--- config.mk ---
export PLATFORM = sky130hd
export DESIGN_NAME = seq_alu_flat
export DESIGN_NICKNAME = d
export VERILOG_FILES = /design/src/rtl/seq_alu_if.sv /design/src/rtl/seq_alu.sv /design/src/flat_wrapper.sv
export SDC_FILE = /design/constraint.sdc
export NUM_CORES = 1
export LEC_CHECK = 0
export CELL_PAD_IN_SITES_DETAIL_PLACEMENT = 1
export CELL_PAD_IN_SITES_GLOBAL_PLACEMENT = 1
export CORE_UTILIZATION = 44
export DETAILED_ROUTE_END_ITERATION = 10
export PLACE_DENSITY = 0.87
export SYNTH_ARGS = -nofsm -noshare
export SYNTH_HDL_FRONTEND = slang
export SYNTH_SLANG_ARGS = --single-unit
--- constraint.sdc ---
create_clock -name clk -period 5.5 [get_ports clk]
set_input_delay 1.65 -clock clk [delete_from_list [all_inputs] [get_ports clk]]
set_output_delay 1.65 -clock clk [all_outputs]
set_load 0.01 [all_outputs]
--- src/rtl/seq_alu_if.sv ---
// Request/response bundle for the sequential ALU: the master issues operations
// and consumes results, the slave is the ALU itself.
interface seq_alu_if #(
  parameter int WIDTH = 32
);
  logic             in_valid;
  logic             in_ready;
  logic [2:0]       op;
  logic [WIDTH-1:0] a;
  logic [WIDTH-1:0] b;
  logic             out_valid;
  logic             out_ready;
  logic [WIDTH-1:0] result;
  logic [WIDTH-1:0] result_hi;
  logic             flag_zero;
  logic             flag_carry;
  logic             flag_ovf;
  logic             flag_err;

  modport master (
    output in_valid, op, a, b, out_ready,
    input  in_ready, out_valid, result, result_hi,
           flag_zero, flag_carry, flag_ovf, flag_err
  );

  modport slave (
    input  in_valid, op, a, b, out_ready,
    output in_ready, out_valid, result, result_hi,
           flag_zero, flag_carry, flag_ovf, flag_err
  );
endinterface

--- src/rtl/seq_alu.sv ---
// Sequential ALU: single-cycle logic/arithmetic ops and a WIDTH-cycle unsigned
// shift-add multiplier behind a valid/ready request and result handshake.
module seq_alu #(
  parameter int WIDTH = 32,
  parameter int CNT_W = $clog2(WIDTH) + 1
) (
  input  logic     clk,
  input  logic     rst_n,
  seq_alu_if.slave bus
);

  typedef enum logic [1:0] {
    S_IDLE,
    S_BUSY,
    S_DONE
  } state_e;

  typedef enum logic [2:0] {
    OP_AND  = 3'b000,
    OP_OR   = 3'b001,
    OP_ADD  = 3'b010,
    OP_SUB  = 3'b011,
    OP_SLT  = 3'b100,
    OP_NOR  = 3'b101,
    OP_MUL  = 3'b110,
    OP_RSVD = 3'b111
  } op_e;

  typedef struct packed {
    logic zero;
    logic carry;
    logic ovf;
    logic err;
  } flags_t;

  state_e               state_q, state_d;
  logic [CNT_W-1:0]     cnt_q, cnt_d;
  logic [WIDTH-1:0]     mcand_q, mcand_d;
  logic [2*WIDTH-1:0]   prod_q, prod_d;
  logic [WIDTH-1:0]     result_q, result_d;
  logic [WIDTH-1:0]     result_hi_q, result_hi_d;
  flags_t               flags_q, flags_d;

  op_e                  op_sel;
  logic [WIDTH:0]       add_ext;
  logic [WIDTH:0]       sub_ext;
  logic [WIDTH-1:0]     alu_res;
  flags_t               alu_flags;
  logic [WIDTH:0]       mul_sum;
  logic [2*WIDTH-1:0]   mul_next;

  assign op_sel  = op_e'(bus.op);
  assign add_ext = {1'b0, bus.a} + {1'b0, bus.b};
  assign sub_ext = {1'b0, bus.a} - {1'b0, bus.b};

  // Single-cycle datapath, evaluated on the live operands at accept time.
  // NOTE: every always_comb output gets a default first so no path can infer a latch.
  always_comb begin
    alu_res   = '0;
    alu_flags = '0;
    case (op_sel)
      OP_AND: alu_res = bus.a & bus.b;
      OP_OR:  alu_res = bus.a | bus.b;
      OP_NOR: alu_res = ~(bus.a | bus.b);
      OP_ADD: begin
        alu_res         = add_ext[WIDTH-1:0];
        alu_flags.carry = add_ext[WIDTH];
        alu_flags.ovf   = (bus.a[WIDTH-1] == bus.b[WIDTH-1]) &&
                          (add_ext[WIDTH-1] != bus.a[WIDTH-1]);
      end
      OP_SUB: begin
        alu_res         = sub_ext[WIDTH-1:0];
        alu_flags.carry = sub_ext[WIDTH];
        alu_flags.ovf   = (bus.a[WIDTH-1] != bus.b[WIDTH-1]) &&
                          (sub_ext[WIDTH-1] != bus.a[WIDTH-1]);
      end
      OP_SLT: alu_res = {{(WIDTH-1){1'b0}}, ($signed(bus.a) < $signed(bus.b))};
      OP_MUL: alu_res = '0;
      default: alu_flags.err = 1'b1;
    endcase
    alu_flags.zero = (alu_res == '0) && (op_sel != OP_RSVD);
  end

  // One multiplier bit per cycle: add the multiplicand into the high half when
  // the current LSB is set, then shift the whole product right by one.
  assign mul_sum  = {1'b0, prod_q[2*WIDTH-1:WIDTH]} +
                    (prod_q[0] ? {1'b0, mcand_q} : {(WIDTH+1){1'b0}});
  assign mul_next = {mul_sum, prod_q[WIDTH-1:1]};

  always_comb begin
    state_d     = state_q;
    cnt_d       = cnt_q;
    mcand_d     = mcand_q;
    prod_d      = prod_q;
    result_d    = result_q;
    result_hi_d = result_hi_q;
    flags_d     = flags_q;
    case (state_q)
      S_IDLE: begin
        if (bus.in_valid) begin
          if (op_sel == OP_MUL) begin
            mcand_d = bus.a;
            prod_d  = {{WIDTH{1'b0}}, bus.b};
            cnt_d   = '0;
            state_d = S_BUSY;
          end else begin
            result_d    = alu_res;
            result_hi_d = '0;
            flags_d     = alu_flags;
            state_d     = S_DONE;
          end
        end
      end
      S_BUSY: begin
        prod_d = mul_next;
        if (cnt_q == CNT_W'(WIDTH - 1)) begin
          cnt_d         = '0;
          result_d      = mul_next[WIDTH-1:0];
          result_hi_d   = mul_next[2*WIDTH-1:WIDTH];
          flags_d       = '0;
          flags_d.zero  = (mul_next == '0);
          flags_d.carry = (mul_next[2*WIDTH-1:WIDTH] != '0);
          state_d       = S_DONE;
        end else begin
          cnt_d = cnt_q + CNT_W'(1);
        end
      end
      S_DONE: begin
        if (bus.out_ready) state_d = S_IDLE;
      end
      default: state_d = S_IDLE;
    endcase
  end

  // NOTE: sequential state uses non-blocking assignments so every register samples pre-edge values.
  always_ff @(posedge clk or negedge rst_n) begin
    if (!rst_n) begin
      state_q     <= S_IDLE;
      cnt_q       <= '0;
      mcand_q     <= '0;
      prod_q      <= '0;
      result_q    <= '0;
      result_hi_q <= '0;
      flags_q     <= '0;
    end else begin
      state_q     <= state_d;
      cnt_q       <= cnt_d;
      mcand_q     <= mcand_d;
      prod_q      <= prod_d;
      result_q    <= result_d;
      result_hi_q <= result_hi_d;
      flags_q     <= flags_d;
    end
  end

  assign bus.in_ready   = (state_q == S_IDLE);
  assign bus.out_valid  = (state_q == S_DONE);
  assign bus.result     = result_q;
  assign bus.result_hi  = result_hi_q;
  assign bus.flag_zero  = flags_q.zero;
  assign bus.flag_carry = flags_q.carry;
  assign bus.flag_ovf   = flags_q.ovf;
  assign bus.flag_err   = flags_q.err;

endmodule

--- src/flat_wrapper.sv ---
// flat-port wrapper written by rule: the top's interface ports become plain ports
module seq_alu_flat 
#(
  parameter int WIDTH = 32,
  parameter int CNT_W = $clog2(WIDTH) + 1
)
  (clk, rst_n, bus_in_valid, bus_op, bus_a, bus_b, bus_out_ready, bus_in_ready, bus_out_valid, bus_result, bus_result_hi, bus_flag_zero, bus_flag_carry, bus_flag_ovf, bus_flag_err);
  seq_alu_if #(.WIDTH(WIDTH)) bus_i ();
  input  logic clk;
  input  logic rst_n;
  input wire logic [$bits(bus_i.in_valid)-1:0] bus_in_valid;
  input wire logic [$bits(bus_i.op)-1:0] bus_op;
  input wire logic [$bits(bus_i.a)-1:0] bus_a;
  input wire logic [$bits(bus_i.b)-1:0] bus_b;
  input wire logic [$bits(bus_i.out_ready)-1:0] bus_out_ready;
  output wire logic [$bits(bus_i.in_ready)-1:0] bus_in_ready;
  output wire logic [$bits(bus_i.out_valid)-1:0] bus_out_valid;
  output wire logic [$bits(bus_i.result)-1:0] bus_result;
  output wire logic [$bits(bus_i.result_hi)-1:0] bus_result_hi;
  output wire logic [$bits(bus_i.flag_zero)-1:0] bus_flag_zero;
  output wire logic [$bits(bus_i.flag_carry)-1:0] bus_flag_carry;
  output wire logic [$bits(bus_i.flag_ovf)-1:0] bus_flag_ovf;
  output wire logic [$bits(bus_i.flag_err)-1:0] bus_flag_err;
  assign bus_i.in_valid = bus_in_valid;
  assign bus_i.op = bus_op;
  assign bus_i.a = bus_a;
  assign bus_i.b = bus_b;
  assign bus_i.out_ready = bus_out_ready;
  assign bus_in_ready = bus_i.in_ready;
  assign bus_out_valid = bus_i.out_valid;
  assign bus_result = bus_i.result;
  assign bus_result_hi = bus_i.result_hi;
  assign bus_flag_zero = bus_i.flag_zero;
  assign bus_flag_carry = bus_i.flag_carry;
  assign bus_flag_ovf = bus_i.flag_ovf;
  assign bus_flag_err = bus_i.flag_err;
  seq_alu #(.WIDTH(WIDTH), .CNT_W(CNT_W)) u_core (.clk(clk), .rst_n(rst_n), .bus(bus_i));
endmodule
==> results of run 1 <==
layout by cell type, fill, tap and decap left out, drive strengths merged, types with 17 or more instances in the layout:
| cell | n |
|---|---|
| a21o | 30 |
| a21oi | 133 |
| a22o | 46 |
| a31oi | 63 |
| and2 | 43 |
| and3 | 17 |
| buf | 267 |
| clkbuf | 20 |
| clkdlybuf4s50 | 135 |
| dfrtp | 172 |
| ha | 131 |
| inv | 109 |
| nand2 | 232 |
| nand3 | 26 |
| nand4 | 18 |
| nor2 | 171 |
| nor2b | 19 |
| nor3 | 25 |
| nor4 | 24 |
| o21a | 18 |
| o21ai | 171 |
| xnor2 | 40 |
| xor2 | 32 |
metal layers:
metal | part of all wire | wire, µm | vias up
met4 | 0.033 | 2090 | 0
met5 | 0 | 0 | -
met2 | 0.48 | 30500 | 709
li1 | - | - | 7257
met1 | 0.42 | 27100 | 8111
met3 | 0.068 | 4350 | 162
logic make-up after synthesis:
family | count (synthesis) | share of synthesized area
muxes | 19 | 0.0143
and+or+nand+nor | 633 | 0.202
adders and majority gates | 134 | 0.116
AOI/OAI and AO/OA | 611 | 0.272
DFF | 172 | 0.295
xor gates and xnor gates | 72 | 0.0432
buffers and inverters | 222 | 0.0571
repair_timing:
item | CTS | global route
gates resized for setup | 3 | 23
endpoints found under the setup margin | 2 | 5
endpoints found under the hold margin | 0 | 0
pin swaps | 0 | 3
flip-flops by register name (all words and copies together), names as in the netlist:
| register | cells |
|---|---|
| u_core.bus.result_hi | 32 |
| u_core.prod_q | 64 |
| u_core.bus.flag_zero | 1 |
| u_core.cnt_q | 6 |
| u_core.bus.flag_carry | 1 |
| u_core.state_q | 2 |
| u_core.bus.flag_ovf | 1 |
| u_core.bus.flag_err | 1 |
| u_core.bus.result | 32 |
| u_core.mcand_q | 32 |
cell type report:
class,count,share of cell area
Inverter,104,0.0207
Clock inverter,12,0.00922
Clock buffer,20,0.0237
Sequential cell,172,0.228
Timing Repair Buffer,405,0.181
Multi-Input combinational cell,1469,0.508
Tap cell,442,0.0293
path summary, 6_finish.rpt:
kind                                               endpoint  cells after the start  slack (ps)
min in group asynchronous     u_core.prod_q[55]$_DFFE_PN0P_                      1        1300
min reg2reg                  u_core.mcand_q[12]$_DFFE_PN0P_                      2         480
min                          u_core.mcand_q[12]$_DFFE_PN0P_                      2         480
max                        u_core.bus.flag_zero$_DFFE_PN0P_                     14         110
max in group asynchronous     u_core.prod_q[51]$_DFFE_PN0P_                      2        3260
max reg2reg                u_core.bus.flag_zero$_DFFE_PN0P_                     14         110
cells in the mapped netlist, drive strengths merged (19+ instances only):
library cell	instances	share of area
nand2	232	0.060
dfrtp	172	0.29
nor2	171	0.044
o21ai	171	0.059
a21oi	133	0.046
ha	131	0.11
clkbuf	103	0.026
inv	103	0.026
a31oi	63	0.028
a22o	46	0.028
and2	43	0.018
xnor2	40	0.024
xor2	32	0.019
a21o	30	0.015
nand3	26	0.0089
nor3	25	0.0086
nor4	24	0.010
nor2b	19	0.0081
metrics by stage:
stage	worst slack [ps]	util	cell area, µm²	power (mW)	cells
after floorplan	403	-	14600	4.18	1863
after global placement	-427	0.556	18100	5.57	2592
after detailed placement	-566	0.556	18100	5.79	2592
after CTS	33.0	0.576	18800	7.19	2624
after global routing	-32.8	0.579	18900	7.65	2624
final	113	0.579	18900	7.29	2624
report_power, final:
group | total, mW | leakage, nW | switching, mW | internal (mW)
clock | 1.32 | 0.304 | 0.581 | 0.743
sequential | 2.17 | 2.20 | 0.419 | 1.76
combinational | 3.79 | 6.40 | 2.24 | 1.55
worst reg2reg max path: cells and delay by family, from the launching register on:
kind / cells / cell delay [ps]
AND/OR/NAND/NOR: 8 / 2870
AO/OA/AOI/OAI: 3 / 1030
adder cells (fa/ha/maj): 2 / 700
flip-flops: 1 / 480
XOR/XNOR: 1 / 230
==> reports/results.txt, run 1 <==
Skew-Pair Late Insertion Delay: 450 ps
Synth Flop Type: dfrtp_1
Worst Setup Start Kind: flip-flop
Area of the die: 33900 µm²
Synth Net Count: 2068
Crit path from: u_core.prod_q[0]$_DFFE_PN0P_
Mapped cell area: 14600 µm²
Setup TNS: 0 ps
Nets: 2374
Clock buffer depth: 2
Hold Buf Count CTS: 0
Die span in y: 184 µm
CP required: 5860 ps
DRT iter0 DRCs: 1567
First-pass GRT wire length: 98300 µm
Worst path buffer plus inverter count: 0
Max incr delay on CP: 600 ps
Slew margin rel.: 0.237
Mapped Cells: 1863
Diodes inserted: 0
Max-cap violations: 0
Antenna Nets Post-Route: 0
Yosys reg bits: 172
Avg Cell Area, Syn: 7.84 µm²
Cell seen most often among critical-path stages: or4_1
WL final: 64100 µm
Crit Path Max Fanout: 11
WP data arrival: 5750 ps
Share of post-route cells with drive strength above 1: 0.162
# Post-CTS Setup Buffers: 0
Number of remaining DRC errors: 0
FF/Latch Area: 4300 µm²
Floorplan row count: 66
Layout area overhead: 29.3%
Vias: 16200
Max Clock Skew: 13.9 ps
Maximum VDD drop: 0.000228 V
YS warnings: 0
Setup CP Type: flip-flop to flip-flop
Global routing met2 resource utilization: 0.643
Busiest layer in global routing: met2
CTS tree: done
Final Cycle Share: 0.979
Multi-input gate area: 9580 µm²
Delay-heaviest family, CP: simple AND/OR/NAND/NOR gates
Hold_ws: 480 ps
H-tree levels: 4
Measured slew at the worst slew-check pin: 1140 ps
Cell Pwr Density: 386 nW/µm²
Total gr overflow: 0
Top Ports: 141
CTS root buf: clkbuf_16
Hpwl dp: 48600 µm
CP endpoint kind: flip-flop
Hold path start: u_core.mcand_q[12]$_DFFE_PN0P_
Reg clk slew, reported paths: 70 ps
Final hold vios: 0
GRT Total Usage: 0.380
Worst reg2reg startpoint: u_core.prod_q[0]$_DFFE_PN0P_
Number of flops mapped to enable cells by yosys: 0
Seq/Total Area, Yosys: 0.295
P_leak: 8.90 nW
Initial Utilization: 0.448
Fmax: 0.186 GHz
Port Buf Inserts: 140
Initial DRT Pass Iterations: 5
Core box area: 32600 µm²
Sink Count: 172
Final setup vio count: 0
Initial antenna violation count: 0
Final Critical Period: 5390 ps
Slowest-stage cell, CP: a211oi_1
Largest net degree at the start of global routing: 101
Hold Path Class: flip-flop to flip-flop
Vias per cell: 6.19
Met3 Use GR: 0.0528
Routed len/inst: 24.4 µm
GR Util met1: 0.492
Worst-path cell chain: and2_1, ha_1, fa_1, a21o_1, nand4_1, nand2_1, a211oi_1, xnor2_1, nor4b_1, nand4b_1, or4_1, or4b_1, or4_1, a31oi_1
Max-slew violation count: 0
Vias in the first global route: 17200
Outcome: finished clean
Die width: 184 µm
Async SR Flop Fraction: 1.00
Count of different cell masters after synthesis: 81
GPL Wtd Cong: 0.980
Fillers: 3955
TritonCTS buffer count: 17
Power figures use the tool's default switching activity.
==> run 2, diff against run 1 <==
Settings changed: ABC_AREA set to 1, CORE_UTILIZATION 44 to 42, PLACE_DENSITY 0.87 to 0.84.
==> reports/results.txt, run 2 <==
Port Buf Inserts: 140
R2R setup slack: 1930 ps
Outcome: finished clean
Final hold vios: 0
Synth top cells by count: nand2_1 (879), inv_1 (416), nor2_1 (218)
Vias: 17900
Layout area overhead: 15.8%
Avg Cell Area, Syn: 6.17 µm²
Area contributors post-synth: dfrtp_1 (27%), nand2_1 (21%), ha_1 (10%)
Most flops, register: u_core.prod_q
First-pass GRT wire length: 108000 µm
Share of post-route cells with drive strength above 1: 0.0316
CTS tree: done
Post-route cell area: 18300 µm²
Vias per cell: 5.60
Die span in y: 196 µm
Commonest non-fill, non-tap cell in the layout: nand2_1
Hold Buf Count CTS: 0
Slew margin rel.: 0.0596
WL final: 70900 µm
Hold Path Class: flip-flop to flip-flop
YS warnings: 0
Reg clk slew, reported paths: 70 ps
Final Critical Period: 5040 ps
Seq/Total Area, Yosys: 0.272
CP endpoint kind: flip-flop
Core box area: 36900 µm²
Yosys reg bits: 172
Worst Setup Start Kind: input pin
Hold path start: u_core.bus.result_hi[29]$_DFFE_PN0P_
P_leak: 9.77 nW
Terminus of the critical flop-to-flop path: u_core.bus.flag_zero$_DFFE_PN0P_
Max reg flops: 64
Crit Path Max Fanout: 5
Maximum VDD drop: 0.000241 V
Cell Pwr Density: 404 nW/µm²
Cts repair resizes: 0
Worst reg2reg startpoint: u_core.prod_q[0]$_DFFE_PN0P_
Initial antenna violation count: 5
Setup TNS: 0 ps
Top-count cell post-synth: nand2_1
Finished Core Util: 0.498
Synth top area share: 0.272
Sink Count: 172
Measured slew at the worst slew-check pin: 1410 ps
Max Clock Skew: 11.7 ps
# Post-CTS Setup Buffers: 0
H-tree levels: 4
TritonCTS buffer count: 17
CP required: 5880 ps
Mapped cell area: 15800 µm²
Nets: 2879
Skew-Pair Late Insertion Delay: 450 ps
Area of the die: 38500 µm²
Max-cap violations: 0
Vias in the first global route: 18600
Mapped Cells: 2567
Hold Path Depth: 2
Largest net degree at the start of global routing: 122
Final setup vio count: 0
Max-slew violation count: 0
Clock buffer depth: 2
RSZ-0062 raised after global routing: no
Initial DRT Pass Iterations: 5
Top Ports: 141
R2R depth: 19
Synth Flop Type: dfrtp_1
Synth area leader: dfrtp_1
Initial Utilization: 0.430
GPL Wtd Cong: 1.03
Floorplan row count: 70
Worst Setup EP: u_core.bus.flag_zero$_DFFE_PN0P_
Fmax: 0.198 GHz
Final Cycle Share: 0.916
CTS root buf: clkbuf_16
Hpwl dp: 57700 µm
GRT Total Usage: 0.372
Die width: 196 µm
DRT iter0 DRCs: 1278
Async SR Flop Fraction: 1.00
Count of different cell masters after synthesis: 46
Number of flops mapped to enable cells by yosys: 0
Number of remaining DRC errors: 0
Antenna Nets Post-Route: 0
Routed len/inst: 22.2 µm
Most frequent cells in the layout: nand2_1 (878), inv_1 (415), nor2_1 (216), nand3_1 (195), dfrtp_1 (172)
Crit path from: bus_b[0]
Setup CP Type: input pin to flip-flop
Synth Net Count: 2772
Total gr overflow: 0
DP Area: 17700 µm²
WP data arrival: 5420 ps
[run 2: cells by family (layout without fill, tap and decap cells)]
logic type | count (synthesis) | after routing | synth area share
buffers and inverters | 504 | 624 | 0.126
XOR/XNOR | 18 | 18 | 0.00995
AND/OR/NAND/NOR | 1377 | 1377 | 0.354
adder cells (fa/ha/maj) | 134 | 134 | 0.107
flip-flops | 172 | 172 | 0.272
other | 0 | 1 | 0
AO/OA/AOI/OAI | 362 | 362 | 0.130
[run 2: final cells by class]
type | instances | area (µm²)
fill | 5051 | 18500
multi-input combinational | 1891 | 9560
sequential | 172 | 4300
timing repair buffer | 174 | 1670
inverter | 418 | 1570
tap | 504 | 631
clock buffer | 18 | 429
clock inverter | 14 | 183
antenna | 1 | 2.50
[run 2: worst min-delay path by stage]
stage	end
after floorplan	u_core.prod_q[32]$_DFFE_PN0P_
after global placement	u_core.cnt_q[5]$_DFFE_PN0P_
after detailed placement	u_core.mcand_q[28]$_DFFE_PN0P_
after CTS	u_core.mcand_q[28]$_DFFE_PN0P_
after global routing	u_core.mcand_q[7]$_DFFE_PN0P_
final	u_core.bus.result_hi[29]$_DFFE_PN0P_
[run 2: per-layer routing]
layer / global-route usage / routed length [µm] / share of wire
met1: 0.469 / 30000 / 0.42
met2: 0.624 / 33100 / 0.47
met3: 0.0624 / 4730 / 0.067
met4: 0.163 / 2980 / 0.042
met5: 0 / 28 / 0.00040
[run 2: critical path, stage by stage]
cell,delay (ps)
clkdlybuf4s50_1,620
ha_1,380
inv_1,90
fa_1,420
inv_1,110
nand3_1,120
nand2_2,180
nand2_1,110
nand2_1,210
nand2_1,120
nand2_1,120
nand2_1,80
nand2_1,70
nand2_1,80
nand3_2,80
nand2_1,60
nor2_1,250
nand2_1,90
nor3_1,270
nand2_1,110
nand2_1,70
nand2_1,50
nand2_1,80
[run 2: where the power goes]
part	internal, mW	total (mW)	switching [mW]
registers	1.77	2.17	0.403
logic	1.33	3.95	2.61
clock network	0.726	1.29	0.562
[run 2: stage by stage]
step | total power, mW | setup WS (ps) | std cells | hold slack [ps]
5_1_grt | 7.88 | 260 | 3191 | 511
3_5_place_dp | 6.02 | 119 | 3159 | 475
6_report | 7.41 | 461 | 3192 | 487
4_1_cts | 7.36 | 585 | 3191 | 492
2_1_floorplan | 4.44 | 1810 | 2567 | 448
3_3_place_gp | 5.87 | 172 | 3159 | 464
==> run 3, diff against run 2 <==
Settings changed: CTS_CLUSTER_SIZE set to 25.
==> results of run 3 <==
Final layout, timing and power as in run 2 (identical DEF).
